**config.mk**
```make
export PLATFORM = sky130hd
export DESIGN_NAME = vram_arbiter_flat
export DESIGN_NICKNAME = d
export VERILOG_FILES = /design/src/rtl/vram_arbiter_pkg.sv /design/src/rtl/vram_arbiter_if.sv /design/src/rtl/vram_arbiter.sv /design/src/flat_wrapper.sv
export SDC_FILE = /design/constraint.sdc
export NUM_CORES = 1
export LEC_CHECK = 0
export ABC_AREA = 1
export CAP_MARGIN = 25
export CELL_PAD_IN_SITES_DETAIL_PLACEMENT = 0
export CELL_PAD_IN_SITES_GLOBAL_PLACEMENT = 2
export CORE_MARGIN = 2
export CORE_UTILIZATION = 10
export DETAILED_ROUTE_END_ITERATION = 7
export PLACE_DENSITY = 0.95
export REMOVE_ABC_BUFFERS = 1
export SYNTH_ARGS = -nofsm -noshare
export SYNTH_HDL_FRONTEND = slang
export SYNTH_SLANG_ARGS = --single-unit
```
**constraint.sdc**
```tcl
create_clock -name clk_i -period 2.3 [get_ports clk_i]
set_clock_uncertainty 0.05 [all_clocks]
set_input_delay 0.23 -clock clk_i [delete_from_list [all_inputs] [get_ports clk_i]]
set_output_delay 0.23 -clock clk_i [all_outputs]
set_load 0.05 [all_outputs]
```
**src/rtl/vram_arbiter_pkg.sv**
```systemverilog
// Shared types and constants for the two-master video memory arbiter.
package vram_arbiter_pkg;

    localparam int ADR_W = 24;
    localparam int DAT_W = 32;
    localparam int SEL_W = 4;

    typedef enum logic [1:0] {
        ARB_IDLE = 2'd0,
        ARB_VID  = 2'd1,
        ARB_CPU  = 2'd2,
        ARB_TURN = 2'd3
    } arb_state_t;

    // One-hot owner encoding seen on grant_o: {cpu, vid}
    localparam logic [1:0] GRANT_VID = 2'b01;
    localparam logic [1:0] GRANT_CPU = 2'b10;

endpackage

```
**src/rtl/vram_arbiter_if.sv**
```systemverilog
// Pipelined Wishbone bus bundle (if_wb) used by the video memory arbiter.
interface if_wb;
    import vram_arbiter_pkg::*;

    logic             cyc;
    logic             stb;
    logic [ADR_W-1:0] adr;
    logic             we;
    logic [SEL_W-1:0] sel;
    logic [DAT_W-1:0] dat_m;
    logic             ack;
    logic             stall;
    logic [DAT_W-1:0] dat_s;

    modport master (
        output cyc, stb, adr, we, sel, dat_m,
        input  ack, stall, dat_s
    );

    modport slave (
        input  cyc, stb, adr, we, sel, dat_m,
        output ack, stall, dat_s
    );

endinterface

```
**src/rtl/vram_arbiter.sv**
```systemverilog
// Two-master / one-slave pipelined Wishbone arbiter for video RAM.
// Master 0 (vidbus) is the real-time pixel fetcher and has priority over
// master 1 (cpubus). A grant spans a whole bus cycle and is released via a
// one-cycle turnaround state. Optional macro VRAM_ARB_FAIR_EN adds a CPU
// starvation timer that forces a CPU grant after CPU_WAIT waiting cycles.
module vram_arbiter
    import vram_arbiter_pkg::*;
#(
    parameter int MAX_OUT  = 4,
    parameter int CPU_WAIT = 64
) (
    input  logic       clk_i,
    input  logic       rst_i,
    if_wb.slave        vidbus,
    if_wb.slave        cpubus,
    if_wb.master       membus,
    output logic [1:0] grant_o
);

    localparam int CNT_W = $clog2(MAX_OUT + 1);

    arb_state_t       state_q, state_d;
    logic [CNT_W-1:0] out_cnt_q, out_cnt_d;
    logic             vid_own, cpu_own, own_cyc, own_stb;
    logic             at_max, ack_fwd, accept, cpu_urgent;

    assign vid_own = (state_q == ARB_VID);
    assign cpu_own = (state_q == ARB_CPU);
    assign own_cyc = (vid_own & vidbus.cyc) | (cpu_own & cpubus.cyc);
    assign own_stb = (vid_own & vidbus.stb) | (cpu_own & cpubus.stb);
    assign at_max  = (out_cnt_q == CNT_W'(MAX_OUT));

    // Owner's request passes straight through; strobe is held off once the
    // pipeline is full so the slave never sees more than MAX_OUT in flight.
    assign membus.cyc   = own_cyc;
    assign membus.stb   = own_cyc & own_stb & ~at_max;
    assign membus.adr   = vid_own ? vidbus.adr   : (cpu_own ? cpubus.adr   : '0);
    assign membus.we    = vid_own ? vidbus.we    : (cpu_own ? cpubus.we    : 1'b0);
    assign membus.sel   = vid_own ? vidbus.sel   : (cpu_own ? cpubus.sel   : '0);
    assign membus.dat_m = vid_own ? vidbus.dat_m : (cpu_own ? cpubus.dat_m : '0);

    // Acks only count against real outstanding transfers of a live cycle;
    // stray or post-abort acks are swallowed here.
    assign accept  = membus.stb & ~membus.stall;
    assign ack_fwd = own_cyc & membus.ack & (out_cnt_q != '0);

    assign vidbus.ack   = vid_own & ack_fwd;
    assign cpubus.ack   = cpu_own & ack_fwd;
    assign vidbus.stall = ~vid_own | at_max | membus.stall;
    assign cpubus.stall = ~cpu_own | at_max | membus.stall;
    assign vidbus.dat_s = membus.dat_s;
    assign cpubus.dat_s = membus.dat_s;

    assign grant_o = vid_own ? GRANT_VID : (cpu_own ? GRANT_CPU : 2'b00);

`ifdef VRAM_ARB_FAIR_EN
    localparam int WAIT_W = $clog2(CPU_WAIT + 1);

    logic [WAIT_W-1:0] wait_cnt_q, wait_cnt_d;
    logic              cpu_urgent_q, cpu_urgent_d;

    // Saturating count of cycles the CPU spends requesting without the bus.
    always_comb begin
        wait_cnt_d   = wait_cnt_q;
        cpu_urgent_d = cpu_urgent_q;
        if (cpu_own || state_d == ARB_CPU) begin
            wait_cnt_d   = '0;
            cpu_urgent_d = 1'b0;
        end else if (cpubus.cyc && cpubus.stb) begin
            if (wait_cnt_q != WAIT_W'(CPU_WAIT)) begin
                wait_cnt_d = wait_cnt_q + 1'b1;
            end
            if (wait_cnt_d == WAIT_W'(CPU_WAIT)) begin
                cpu_urgent_d = 1'b1;
            end
        end
    end

    // Starvation timer registers.
    always_ff @(posedge clk_i or negedge rst_i) begin
        if (!rst_i) begin
            wait_cnt_q   <= '0;
            cpu_urgent_q <= 1'b0;
        end else begin
            wait_cnt_q   <= wait_cnt_d;
            cpu_urgent_q <= cpu_urgent_d;
        end
    end

    assign cpu_urgent = cpu_urgent_q;
`else
    assign cpu_urgent = 1'b0;
`endif

    // Next owner and outstanding-transfer bookkeeping.
    always_comb begin
        state_d   = state_q;
        out_cnt_d = out_cnt_q;
        if (accept && !ack_fwd) begin
            out_cnt_d = out_cnt_q + 1'b1;
        end else if (!accept && ack_fwd) begin
            out_cnt_d = out_cnt_q - 1'b1;
        end
        unique case (state_q)
            ARB_IDLE, ARB_TURN: begin
                out_cnt_d = '0;
                if (cpu_urgent && cpubus.cyc) begin
                    state_d = ARB_CPU;
                end else if (vidbus.cyc) begin
                    state_d = ARB_VID;
                end else if (cpubus.cyc) begin
                    state_d = ARB_CPU;
                end else begin
                    state_d = ARB_IDLE;
                end
            end
            ARB_VID, ARB_CPU: begin
                // Dropping cyc ends the grant; with transfers still in
                // flight this is an abort and their acks are forgotten.
                if (!own_cyc) begin
                    state_d   = ARB_TURN;
                    out_cnt_d = '0;
                end
            end
            default: begin
                state_d   = ARB_IDLE;
                out_cnt_d = '0;
            end
        endcase
    end

    // Arbiter state and outstanding counter registers.
    always_ff @(posedge clk_i or negedge rst_i) begin
        if (!rst_i) begin
            state_q   <= ARB_IDLE;
            out_cnt_q <= '0;
        end else begin
            state_q   <= state_d;
            out_cnt_q <= out_cnt_d;
        end
    end

endmodule
```
**src/flat_wrapper.sv**
```systemverilog
// flat-port wrapper written by rule: the top's interface ports become plain ports
module vram_arbiter_flat import vram_arbiter_pkg::*;
#(
    parameter int MAX_OUT  = 4,
    parameter int CPU_WAIT = 64
)
  (clk_i, rst_i, grant_o, vidbus_cyc, vidbus_stb, vidbus_adr, vidbus_we, vidbus_sel, vidbus_dat_m, vidbus_ack, vidbus_stall, vidbus_dat_s, cpubus_cyc, cpubus_stb, cpubus_adr, cpubus_we, cpubus_sel, cpubus_dat_m, cpubus_ack, cpubus_stall, cpubus_dat_s, membus_cyc, membus_stb, membus_adr, membus_we, membus_sel, membus_dat_m, membus_ack, membus_stall, membus_dat_s);
  if_wb vidbus_i ();
  if_wb cpubus_i ();
  if_wb membus_i ();
  input  logic clk_i;
  input  logic rst_i;
  output logic [1:0] grant_o;
  input wire logic [$bits(vidbus_i.cyc)-1:0] vidbus_cyc;
  input wire logic [$bits(vidbus_i.stb)-1:0] vidbus_stb;
  input wire logic [$bits(vidbus_i.adr)-1:0] vidbus_adr;
  input wire logic [$bits(vidbus_i.we)-1:0] vidbus_we;
  input wire logic [$bits(vidbus_i.sel)-1:0] vidbus_sel;
  input wire logic [$bits(vidbus_i.dat_m)-1:0] vidbus_dat_m;
  output wire logic [$bits(vidbus_i.ack)-1:0] vidbus_ack;
  output wire logic [$bits(vidbus_i.stall)-1:0] vidbus_stall;
  output wire logic [$bits(vidbus_i.dat_s)-1:0] vidbus_dat_s;
  input wire logic [$bits(cpubus_i.cyc)-1:0] cpubus_cyc;
  input wire logic [$bits(cpubus_i.stb)-1:0] cpubus_stb;
  input wire logic [$bits(cpubus_i.adr)-1:0] cpubus_adr;
  input wire logic [$bits(cpubus_i.we)-1:0] cpubus_we;
  input wire logic [$bits(cpubus_i.sel)-1:0] cpubus_sel;
  input wire logic [$bits(cpubus_i.dat_m)-1:0] cpubus_dat_m;
  output wire logic [$bits(cpubus_i.ack)-1:0] cpubus_ack;
  output wire logic [$bits(cpubus_i.stall)-1:0] cpubus_stall;
  output wire logic [$bits(cpubus_i.dat_s)-1:0] cpubus_dat_s;
  output wire logic [$bits(membus_i.cyc)-1:0] membus_cyc;
  output wire logic [$bits(membus_i.stb)-1:0] membus_stb;
  output wire logic [$bits(membus_i.adr)-1:0] membus_adr;
  output wire logic [$bits(membus_i.we)-1:0] membus_we;
  output wire logic [$bits(membus_i.sel)-1:0] membus_sel;
  output wire logic [$bits(membus_i.dat_m)-1:0] membus_dat_m;
  input wire logic [$bits(membus_i.ack)-1:0] membus_ack;
  input wire logic [$bits(membus_i.stall)-1:0] membus_stall;
  input wire logic [$bits(membus_i.dat_s)-1:0] membus_dat_s;
  assign vidbus_i.cyc = vidbus_cyc;
  assign vidbus_i.stb = vidbus_stb;
  assign vidbus_i.adr = vidbus_adr;
  assign vidbus_i.we = vidbus_we;
  assign vidbus_i.sel = vidbus_sel;
  assign vidbus_i.dat_m = vidbus_dat_m;
  assign vidbus_ack = vidbus_i.ack;
  assign vidbus_stall = vidbus_i.stall;
  assign vidbus_dat_s = vidbus_i.dat_s;
  assign cpubus_i.cyc = cpubus_cyc;
  assign cpubus_i.stb = cpubus_stb;
  assign cpubus_i.adr = cpubus_adr;
  assign cpubus_i.we = cpubus_we;
  assign cpubus_i.sel = cpubus_sel;
  assign cpubus_i.dat_m = cpubus_dat_m;
  assign cpubus_ack = cpubus_i.ack;
  assign cpubus_stall = cpubus_i.stall;
  assign cpubus_dat_s = cpubus_i.dat_s;
  assign membus_cyc = membus_i.cyc;
  assign membus_stb = membus_i.stb;
  assign membus_adr = membus_i.adr;
  assign membus_we = membus_i.we;
  assign membus_sel = membus_i.sel;
  assign membus_dat_m = membus_i.dat_m;
  assign membus_i.ack = membus_ack;
  assign membus_i.stall = membus_stall;
  assign membus_i.dat_s = membus_dat_s;
  vram_arbiter #(.MAX_OUT(MAX_OUT), .CPU_WAIT(CPU_WAIT)) u_core (.clk_i(clk_i), .rst_i(rst_i), .vidbus(vidbus_i), .cpubus(cpubus_i), .membus(membus_i), .grant_o(grant_o));
endmodule
```
* After elaboration in Yosys (flattened, before gate mapping)
Cells that the tools add are included.
** Operators by class
- Bitwise operators :: 21
- Mux-type cells :: 18
- Reduce and logical (&&, ||, !) cells :: 8
- Add/sub/neg operators :: 2
- Equal/unequal tests :: 6
** Operators by type and width (count)
- 32-bit 2-to-1 mux :: 2
- 24-bit 2-to-1 mux :: 2
- 1-bit bitwise AND :: 11
- 2-bit 2-to-1 mux :: 5
- 3-bit 2-to-1 mux :: 3
- 4-bit 2-to-1 mux :: 2
- 1-bit bitwise OR :: 6
- 3-bit one-hot mux with 2 select lines :: 1
- 2-bit == test, second input constant :: 2
- 4-bit inequality test, second input constant :: 1
- 1-bit inverter :: 4
- 2-bit one-hot mux with 2 select lines :: 1
- 2-bit OR reduction :: 2
- 3-bit by 1-bit adder with 3-bit output, second input constant :: 1
- 3-bit == test, second input constant :: 1
- 3-bit nonzero test :: 1
- 3-bit by 1-bit subtractor with 3-bit output, second input constant :: 1
- 2-bit by 1-bit == test with 1-bit output, second input constant :: 1
- 1-bit logical AND :: 2
- 1-bit zero test :: 2
- 2-bit zero test :: 1
- 1-bit 2-to-1 mux :: 2
- 2-bit inequality test, second input constant :: 1
** Word-level totals
- Output and inout bits :: 133
- Register bits after elaboration :: 5
- Input port bits :: 162
- Word-level logic and storage cells :: 57

* Longest topological paths before layout
- Depth after elaboration :: 12
- Gate-level depth with buffers :: 14
- Gate-level depth less buffers :: 13

* Worst setup path before layout
OpenSTA, ideal clock, no wires.
- Path kind :: register -> register
- Start point :: register u_core.state_q[1]
- End point :: register u_core.out_cnt_q[1]
- Data required time :: 2.129 ns
- Clock period less this slack :: 2.213 ns
- Path slack :: 0.087 ns
- Buffers on the path :: 0
- Cell stages (with the launch flop) :: 12
- Data arrival time :: 2.043 ns
- Library setup time :: 0.121 ns
- Cells stage by stage :: dfrtp_1 inv_1 ha_1 nand2_1 nand2_2 nand2_1 nor3_2 ha_1 fa_1 nor2_1 a21oi_1 nor2_1
** Between the ends
- Cells in the longest elaborated chain, start to end :: 10
- Elaborated cells between the ends (all ways) :: 25
- Classes of those cells :: 4 x eq/ne; 3 x mux; 11 x bitwise; 7 x reduce/logical
** Ends and longest elaborated chain
- start: declaration :: line vram_arbiter.sv:22 : arb_state_t state_q, state_d;
- start signal: assignment :: line vram_arbiter.sv:138 : state_q <= state_d;
- 2-bit by 1-bit == test with 1-bit output * :: line vram_arbiter.sv:27 : assign vid_own = (state_q == ARB_VID);
- named net u_core.vid_own :: line vram_arbiter.sv:24 : logic vid_own, cpu_own, own_cyc, own_stb;
- 1-bit bitwise AND * :: line vram_arbiter.sv:29 : assign own_cyc = (vid_own & vidbus.cyc) | (cpu_own & cpubus.cyc);
- 1-bit bitwise OR * :: line vram_arbiter.sv:29
- named net membus_cyc :: line flat_wrapper.sv:32 : output wire logic [$bits(membus_i.cyc)-1:0] membus_cyc;
- 1-bit bitwise AND, on equally long branches (2 in a row) :: line vram_arbiter.sv:36, vram_arbiter.sv:45
- 1-bit bitwise AND / 1-bit zero test (equally long branches) :: line vram_arbiter.sv:44, vram_arbiter.sv:99
- 1-bit logical AND :: line vram_arbiter.sv:99 : if (accept && !ack_fwd) begin
- 3-bit 2-to-1 mux :: line vram_arbiter.sv:99
- 3-bit 2-to-1 mux :: line vram_arbiter.sv:120 : if (!own_cyc) begin
- 3-bit one-hot mux with 2 select lines :: line vram_arbiter.sv:104 : unique case (state_q)
- end signal: assignment :: line vram_arbiter.sv:139 : out_cnt_q <= out_cnt_d;
- end: declaration :: line vram_arbiter.sv:23 : logic [CNT_W-1:0] out_cnt_q, out_cnt_d;
Mark *: on every way through the listed nets, which the timed path passes. The rest lies on a longest branch.
A chain may end at the register's enable or synchronous reset.

* Worst setup path in the final report
- Start point :: register u_core.state_q[0]
- End point :: register u_core.out_cnt_q[1]
** Between the ends
- Cells in the longest elaborated chain, start to end :: 10
- Elaborated cells between the ends (all ways) :: 25
- Classes of those cells :: 4 x eq/ne; 3 x mux; 11 x bitwise; 7 x reduce/logical
** Ends and longest elaborated chain (line)
- 2-bit by 1-bit == test with 1-bit output / 2-bit == test (equally long branches) :: vram_arbiter.sv:27, vram_arbiter.sv:104, vram_arbiter.sv:28
- 1-bit bitwise AND, on equally long branches :: vram_arbiter.sv:29, vram_arbiter.sv:30
- 1-bit bitwise OR, on equally long branches :: vram_arbiter.sv:29, vram_arbiter.sv:30
- 1-bit bitwise AND, on equally long branches (2 in a row) :: vram_arbiter.sv:36, vram_arbiter.sv:45
- 1-bit bitwise AND / 1-bit zero test (equally long branches) :: vram_arbiter.sv:44, vram_arbiter.sv:99
- 1-bit logical AND :: vram_arbiter.sv:99
- 3-bit 2-to-1 mux :: vram_arbiter.sv:99
- 3-bit 2-to-1 mux :: vram_arbiter.sv:120
- 3-bit one-hot mux with 2 select lines :: vram_arbiter.sv:104
Several ways; a longest one is shown, not always the timed one.

==> out/metrics.yaml <==
detailed_routing:
  drt-pass1-iter-count: 4
  antenna_left: 0
  wl_per_cell_um: 14.7
  drt_iter0_markers: 72
  routed_via_density: 3.61
  vias: 2471
  drc: 0
  drt-total-wl_um: 10100
logic_synthesis:
  ys_top_cells_by_count: "nand2_1, buf_4, nand3_1"
  synth_top_area_share_pct: 29.1
  synthMuxAreaShare_pct: 0
  synth_compound_area_share_pct: 1.35
  async_flop_share_pct: 100
  synthAdderAreaFrac_pct: 3.77
  yosys.cell_types.count: 18
  avgSynthCellArea_sq_um: 5.63
  synthXorXnorAreaFrac_pct: 0
  ys_top_cells_by_area: "buf_4, nand2_1, nand3_1"
  synth_warnings: 0
  synth_top_family_by_area: "simple AND/OR/NAND/NOR gates"
  synth-simple-area-share_pct: 49.5
  ys.flop_type: "dfrtp_1"
  yosysSeqAreaShare_pct: 6.74
  synth.cell_area_sq_mm: 0.00186
  synthCells: 330
  synth_edf_count: 0
  synth.most_common_cell: "nand2_1"
  synth_seq_cells: 5
  yosys.area.top_type: "buf_4"
timing:
  setup_viol: 0
  worst_slew_pin_slew_ps: 453
  final_max_slew_viol_count: 0
  slew_headroom_pct: 69.8
  fin_crit_sh_pct: 92.3
  fmax_mhz: 471
  fin_crit_ps: 2120
  rsz0062_at_grt: "false"
  hold_viol: 0
worst_setup_path:
  slowest_stage: "fa_1"
  cp-start-kind: "flop"
  critPathCapture: "u_core.out_cnt_q[1]"
  crit_path_frequent_cell: "nor2_1"
  reg2reg_to: "u_core.out_cnt_q[1]"
  regToRegSetupSlack_ps: 180
  path_cells: "inv_1, ha_2, nand2_1, nand2_2, nand3_2, ha_1, fa_1, nor2_1, a21oi_1, nor2_1"
  r2r_cells: 10
  endpoint_kind: "flop"
  worstReg2RegStart: "u_core.state_q[0]"
  critPathKind: "reg2reg"
  path_max_fanout: 4
  cp.required_ps: 2360
  worst_path_largest_cell_delay_ps: 540
  arrival_ps: 2180
  startpoint: "u_core.state_q[0]"
place:
  dp.cells: 681
  routabilityCongestion: 0.770
  postPlaceCellArea_sq_mm: 0.00343
  dpl.hpwl_um: 8280
  portBuffers: 198
finish:
  area_delta_synth_final_pct: 89.0
  fillers: 2053
  post-route-cell-area_sq_mm: 0.00351
  regArea_sq_um: 125
  multi_input_area_sq_mm: 0.00102
  layout.cells.non_filler: 685
  diodes: 0
  final_layout_size_suffix_gt1_share_pct: 19.5
  nets: 624
cts:
  max-clock-path-buffers: 2
  htreeDepth: 1
  cts_tree: "yes"
  post_cts_buffers: 0
  cts_root_buf: "clkbuf_16"
  cts-resized-gates: 0
  clk_pin_slew_ps: 30
  clock_sinks: 5
  cts.hold.buffers_added: 0
  cts_made_buffers: 3
  clock_latency_ps: 230
floorplan:
  die_w_um: 140
  dieArea_sq_mm: 0.0197
  row_count: 49
  start_util_pct: 10.3
  num_io_pins: 295
  core_sq_mm: 0.0181
  die_height_um: 140
global_route:
  grt_max_degree: 40
  grt_pass1_wl_um: 14100
  grt_pass1_vias: 2388
  grtUsageTotal_pct: 9.34
  globalRoute.totalOverflow: 0
  antenna_found_initial: 0
power:
  leakage_nw: 1.71
  power.density_mw_per_mm2: 1300
  ir_drop_v: 0.000868
run:
  drv_cap: 0
worst_hold_path:
  hp-class: "in2async"
outcome:
  outcome: "finished clean"
sequential cells by signal, summed over array words and instances (netlist names):
register,flops
u_core.out_cnt_q,3
u_core.state_q,2
area by class of cell:
| type | count | area share, % |
|---|---|---|
| clock buffer | 4 | 2.25 |
| inverter | 14 | 1.71 |
| multi-input combinational | 226 | 29.1 |
| sequential | 5 | 3.57 |
| tap | 229 | 8.16 |
| timing repair buffer | 207 | 55.3 |
how the worst min path moves through the flow:
stage | slack, ps | endpoint | startpoint | depth (start not counted)
2_1_floorplan | -120 | u_core.out_cnt_q[0] | rst_i | 0
4_1_cts | 200 | u_core.out_cnt_q[0] | rst_i | 1
3_5_place_dp | 410 | cpubus_dat_s[14] | membus_dat_s[14] | 0
3_3_place_gp | 410 | cpubus_dat_s[14] | membus_dat_s[14] | 0
6_report | 190 | u_core.state_q[1] | rst_i | 1
5_1_grt | 210 | u_core.state_q[1] | rst_i | 1
cells by family (layout without fill, tap and decap cells):
logic type               after synthesis  count (layout)
buffers and inverters                 99             225
AO/OA/AOI/OAI                          5               5
flip-flops                             5               5
AND/OR/NAND/NOR                      216             216
adder cells (fa/ha/maj)                5               5
worst max-delay path: cells and delay by family, from the launching register on:
family,cells,cell delay [ps]
buffers and inverters,1,100
AOI/OAI and AO/OA,1,110
adders and majority gates,3,1010
DFF,1,370
and+or+nand+nor,5,350
metrics by stage:
step / total power, W / hold slack [ps] / util [%] / worst slack, ps / setup TNS, ps
finish: 0.00455 / 186 / 19.4 / 177 / 0
CTS: 0.00460 / 196 / 19.4 / 106 / 0
global placement: 0.00432 / 411 / 19.0 / 141 / 0
global route: 0.00483 / 210 / 19.4 / 6.42 / 0
floorplan: 0.00282 / -116 / - / -1470 / -61920
detailed placement: 0.00430 / 411 / 19.0 / 152 / 0
metal layers:
layer | GRT usage (%) | part of all wire, %
met2 | 13.1 | 40
met5 | 3.26 | 0.68
met3 | 8.65 | 20
met4 | 0.532 | 0.0099
met1 | 10.7 | 40
placed cells by master, fill, tap and decap left out, drive strengths merged:
master	synthesis	final
clkdlybuf4s50	0	129
clkbuf	0	4
buf	85	78
nor2	9	9
nand2	139	139
nand3	66	66
ha	4	4
a21oi	5	5
fa	1	1
inv	14	14
dfrtp	5	5
nor3	2	2
power breakdown:
part	internal [W]	switching [W]	total (W)
logic	0.00124	0.00291	0.00414
clock network	0.000230	0.0000560	0.000286
registers	0.000107	0.0000138	0.000121
total	0.00158	0.00298	0.00455
Power figures use the tool's default switching activity.
